**src/rtl/ifu_fetch.sv**
```systemverilog
// ---------------------------------------------------------------------------
// ifu_fetch
//
// Instruction fetch unit. Issues one instruction-memory read at a time from
// the internal PC and holds the returned 32-bit word (with its PC and a fault
// flag) until the decoder accepts it. The PC is steered by reset, sequential
// +4 after each consumed instruction, redirects (jal/jalr/taken branch) and a
// permanent halt (ebreak) that only reset clears.
//
// Ports
//   clk, rst_n          rising-edge clock, asynchronous active-low reset
//   redirect_valid/_pc  replace the PC with redirect_pc on the next edge
//   halt                stop fetching until reset
//   imem_req_*          read request channel (valid/ready, 64-bit address)
//   imem_resp_*         read response (valid, 32-bit data, access error)
//   inst_valid/_ready   handshake towards the decoder
//   inst, inst_pc       fetched word and the PC it was fetched from
//   inst_fault          misaligned PC or memory access error
//
// Priority in every state: halt > redirect > normal progress.
// ---------------------------------------------------------------------------
module ifu_fetch #(
  parameter logic [63:0] RESET_PC = 64'h8000_0000
) (
  input  logic        clk,
  input  logic        rst_n,
  input  logic        redirect_valid,
  input  logic [63:0] redirect_pc,
  input  logic        halt,
  output logic        imem_req_valid,
  input  logic        imem_req_ready,
  output logic [63:0] imem_req_addr,
  input  logic        imem_resp_valid,
  input  logic [31:0] imem_resp_data,
  input  logic        imem_resp_err,
  output logic        inst_valid,
  input  logic        inst_ready,
  output logic [31:0] inst,
  output logic [63:0] inst_pc,
  output logic        inst_fault
);

  typedef enum logic [2:0] {
    S_REQ    = 3'd0,
    S_WAIT   = 3'd1,
    S_DRAIN  = 3'd2,
    S_HOLD   = 3'd3,
    S_HALTED = 3'd4
  } state_e;

  state_e      state_q;
  logic [63:0] pc_q;
  logic        drain_halt_q;  // halt arrived while a response is still owed
  logic        inst_valid_q;
  logic [31:0] inst_q;
  logic [63:0] inst_pc_q;
  logic        inst_fault_q;

  logic [63:0] pc_seq_d;
  logic        pc_misaligned;

  function automatic logic is_misaligned(input logic [1:0] pc_lsb);
    return pc_lsb != 2'b00;
  endfunction

  // Sequential PC wraps naturally modulo 2^64.
  function automatic logic [63:0] next_seq_pc(input logic [63:0] pc);
    return pc + 64'd4;
  endfunction

  assign pc_seq_d      = next_seq_pc(pc_q);
  assign pc_misaligned = is_misaligned(pc_q[1:0]);

  // The request is suppressed combinationally in a halt or redirect cycle so
  // that a fetch from the stale PC is never accepted.
  assign imem_req_valid = (state_q == S_REQ) & ~redirect_valid & ~halt & ~pc_misaligned;
  assign imem_req_addr  = pc_q;

  assign inst_valid = inst_valid_q;
  assign inst       = inst_q;
  assign inst_pc    = inst_pc_q;
  assign inst_fault = inst_fault_q;

  always_ff @(posedge clk or negedge rst_n) begin
    if (!rst_n) begin
      state_q      <= S_REQ;
      pc_q         <= RESET_PC;
      drain_halt_q <= 1'b0;
      inst_valid_q <= 1'b0;
      inst_q       <= '0;
      inst_pc_q    <= '0;
      inst_fault_q <= 1'b0;
    end else begin
      unique case (state_q)
        S_REQ: begin
          if (halt) begin
            state_q <= S_HALTED;
          end else if (redirect_valid) begin
            pc_q <= redirect_pc;
          end else if (pc_misaligned) begin
            // Misaligned PC: report a fault without touching memory.
            inst_q       <= '0;
            inst_pc_q    <= pc_q;
            inst_fault_q <= 1'b1;
            inst_valid_q <= 1'b1;
            state_q      <= S_HOLD;
          end else if (imem_req_ready) begin
            state_q <= S_WAIT;
          end
        end

        S_WAIT: begin
          if (halt) begin
            // A response arriving with the halt settles the debt at once;
            // otherwise it must still be drained before going quiet.
            if (imem_resp_valid) begin
              state_q <= S_HALTED;
            end else begin
              drain_halt_q <= 1'b1;
              state_q      <= S_DRAIN;
            end
          end else if (redirect_valid) begin
            pc_q    <= redirect_pc;
            state_q <= imem_resp_valid ? S_REQ : S_DRAIN;
          end else if (imem_resp_valid) begin
            inst_q       <= imem_resp_data;
            inst_pc_q    <= pc_q;
            inst_fault_q <= imem_resp_err;
            inst_valid_q <= 1'b1;
            state_q      <= S_HOLD;
          end
        end

        S_DRAIN: begin
          if (imem_resp_valid) begin
            drain_halt_q <= 1'b0;
            if (halt || drain_halt_q) begin
              state_q <= S_HALTED;
            end else begin
              if (redirect_valid) begin
                pc_q <= redirect_pc;
              end
              state_q <= S_REQ;
            end
          end else if (halt || drain_halt_q) begin
            drain_halt_q <= 1'b1;
          end else if (redirect_valid) begin
            pc_q <= redirect_pc;
          end
        end

        S_HOLD: begin
          if (halt) begin
            inst_valid_q <= 1'b0;
            state_q      <= S_HALTED;
          end else if (redirect_valid) begin
            inst_valid_q <= 1'b0;
            pc_q         <= redirect_pc;
            state_q      <= S_REQ;
          end else if (inst_ready) begin
            inst_valid_q <= 1'b0;
            pc_q         <= pc_seq_d;
            state_q      <= S_REQ;
          end
        end

        S_HALTED: begin
          inst_valid_q <= 1'b0;
        end

        default: begin
          // Unreachable encodings recover to a clean fetch.
          inst_valid_q <= 1'b0;
          drain_halt_q <= 1'b0;
          state_q      <= S_REQ;
        end
      endcase
    end
  end

endmodule

```
**config.mk**
```make
export PLATFORM = sky130hd
export DESIGN_NAME = ifu_fetch
export DESIGN_NICKNAME = d
export VERILOG_FILES = /design/src/rtl/ifu_fetch.sv
export SDC_FILE = /design/constraint.sdc
export NUM_CORES = 1
export LEC_CHECK = 0
export BUFFER_PORTS_ARGS = -buffer_cell sky130_fd_sc_hd__buf_2
export CELL_PAD_IN_SITES_DETAIL_PLACEMENT = 1
export CELL_PAD_IN_SITES_GLOBAL_PLACEMENT = 1
export CORE_MARGIN = 4
export CORE_UTILIZATION = 26
export DETAILED_ROUTE_END_ITERATION = 8
export PLACE_DENSITY = 0.62
export SLEW_MARGIN = 20
export SYNTH_ARGS = -nofsm -noshare
export SYNTH_HDL_FRONTEND = slang
export SYNTH_SLANG_ARGS = --single-unit
```
**constraint.sdc**
```tcl
create_clock -name clk -period 5.32 [get_ports clk]
set_clock_uncertainty 0.15 [all_clocks]
set_input_delay 0.532 -clock clk [delete_from_list [all_inputs] [get_ports clk]]
set_output_delay 0.532 -clock clk [all_outputs]
set_load 0.005 [all_outputs]
```
==> reports/metrics.cfg <==
[critical_path]
critPathRequiredTime_ps=5530
crit_type=reg -> reg
crit_path_end_kind=flip-flop
arrival_ps=3320
start_kind=flip-flop
crit_fanout=18

[timing]
timing.fmax_mhz=322.0
finalCriticalPeriod_ps=3105
slew_violations=0
fin_crit_sh=0.5837
slew_headroom=0.2904
setup_viol_count_final=0
rsz0062_at_grt=false
fin_tns_setup_ps=0
hold_viol=0
worst_slew_pin_slew_ps=1064

[route]
ant_nets=0
first_pass_iters=5
drc=0
routed_via_density=5.038
post_drt_wl_per_cell_um=19.57
wl_mm=30.96
drt-initial-drc-count=390
vias=7970

[global_routing]
grt_use_total=0.1797
grt.met2_usage=0.2843
grt_max_degree=102
grt_pass1_vias=8116
grtUsageMet1=0.2517
grt.overflow.total=0
grt_pass1_wl_mm=48.43
grt.busiest_layer=met2
grt_use_met3=0.04610
antenna_found_initial=4

[logic_synthesis]
synth_edf_count=0
async_reset_ff_frac=1.000
syn_inst=950
synth_top_area_cell=dfrtp_1
synthTopCellsByArea=dfrtp_1 (52%), nand2_1 (14%), a21oi_1 (5.1%)
syn_avg_cell_area_um2=8.423
synth_fp_nets=1055
syn_area_mm2=0.008001
synth-seq-cells=166
synth.yosys.seq_area_share=0.5193
ys.flop_type=dfrtp_1
ys_warn_count=0
ys_types=60
yosys.area.top_type_share=0.5160

[final_layout]
postLayoutCellArea_mm2=0.01029
seqCellArea_mm2=0.004155
nFillCells=3664
multi_input_area_mm2=0.003587
drive_above_1_share=0.2768
fin_nets=1284
area_growth_pct=28.60
mostFrequentLayoutCells=nand2_1 (301), buf_2 (265), dfrtp_1 (165)
n_antenna_cell=0
final_common_cell=nand2_1

[clocking]
clkLatencyLatePin_ps=450
clk_transition_reported_paths_ps=70
cts_hold_buf=0
cts_resized=0
clk_path_buf_depth=2
post-cts-setup-buffers=0
cts-root-buf=clkbuf_16
numClockSinks=166
cts_tree=done
htreeDepth=4
cts_inserted_buffers=17

[die]
die_area_mm2=0.03364
start_util=0.2664
ios=267
dieWidth_um=183.4
die_y_um=183.4
core-area_mm2=0.03003
rows=63

[power]
p_leak_nw=5.082
power_density_mw_per_mm2=528.2
worst_ir_drop_vdd_mv=0.1892

[outcome]
status=finished, final reports clean

[place]
place_area_mm2=0.009679
dp_hpwl_mm=20.89
gp_congestion=0.7838
io_buffers=266

[run]
maxCapViolCount=0

[hold_path]
hold_path.class=in -> async

-- worst paths after layout --
kind                                   start                 to  slack [ps]  cells past startpoint
max                        imem_req_addr[20]  imem_req_addr[60]        2210                      6
min                                    rst_n           inst[27]          40                      1
max reg2reg                imem_req_addr[20]  imem_req_addr[60]        2210                      6
min reg2reg                          inst[6]            inst[6]         310                      2
max in group asynchronous              rst_n  imem_req_addr[54]        3900                      2
min in group clk             redirect_pc[41]  imem_req_addr[41]         160                      3
-- stage by stage --
step / cells / util / hold slack, ps / setup WS [ps] / total power [mW]
final: 1582 / 0.3426 / 44.17 / 2215 / 5.435
after detailed placement: 1549 / 0.3223 / 300.7 / 2150 / 4.195
after floorplan: 950 / - / 86.41 / 2770 / 3.159
after CTS: 1581 / 0.3420 / 74.23 / 2174 / 5.529
after global routing: 1582 / 0.3426 / 102.5 / 1958 / 5.881
after global placement: 1549 / 0.3223 / 293.7 / 2233 / 4.151
-- sequential cells by signal (all words and copies together), names as in the netlist --
name and cells:
inst 32, drain_halt_q 1, imem_req_addr 64, inst_fault 1, state_q 3, inst_pc 64, inst_valid 1
-- logic make-up after synthesis --
group | share of synthesized area
buffers and inverters | 0.03690
XOR/XNOR | 0.001095
AND/OR/NAND/NOR | 0.2763
flip-flops | 0.5193
AO/OA/AOI/OAI | 0.1620
adder cells (fa/ha/maj) | 0.001563
multiplexers | 0.002814
-- worst max-delay path: stages, from the launching register on --
cell and delay [ps]:
dfrtp_1 520, nand3_1 170, or4_4 640, nor3_4 760, nand3_1 250, or4_1 440
nand3_1 90
-- report_power, final --
group / total (mW) / switching, mW / internal, mW
Sequential: 2.41 / 0.624 / 1.79
Clock: 1.29 / 0.580 / 0.710
Combinational: 1.73 / 0.958 / 0.774
Total: 5.44 / 2.16 / 3.27
-- routing by layer --
layer / vias to the layer above / share of wire
met1: 3944 / 0.46
met4: 8 / 0.0084
met3: 23 / 0.064
met5: - / 0.0016
li1: 3782 / -
met2: 213 / 0.47
-- synthesized netlist by cell type (3+ instances only) --
cell       count
a41o_1         3
and4_1        10
inv_1          9
a21oi_1       81
a211oi_1       3
o21ai_0       43
and3_1        18
o311ai_1       4
nand2_1      301
a31oi_1        8
clkbuf_1      61
and2_1         5
o221a_2        3
nor2_1        38
buf_1          3
or3_1          8
nand3_1       72
a2bb2oi_1      9
o32ai_1        3
nand4_1       10
dfrtp_1      165
nor3_1        14
o22ai_1       26
a311oi_1       3
nor4_1         3
o31ai_1        4
-- cell type report --
class	instances	share of cell area
sequential	166	0.4038
multi-input combinational	708	0.3486
timing repair buffer	277	0.1395
tap	390	0.04742
clock buffer	18	0.04268
clock inverter	14	0.01471
inverter	9	0.003283
(Power assumes the default switching activity.)
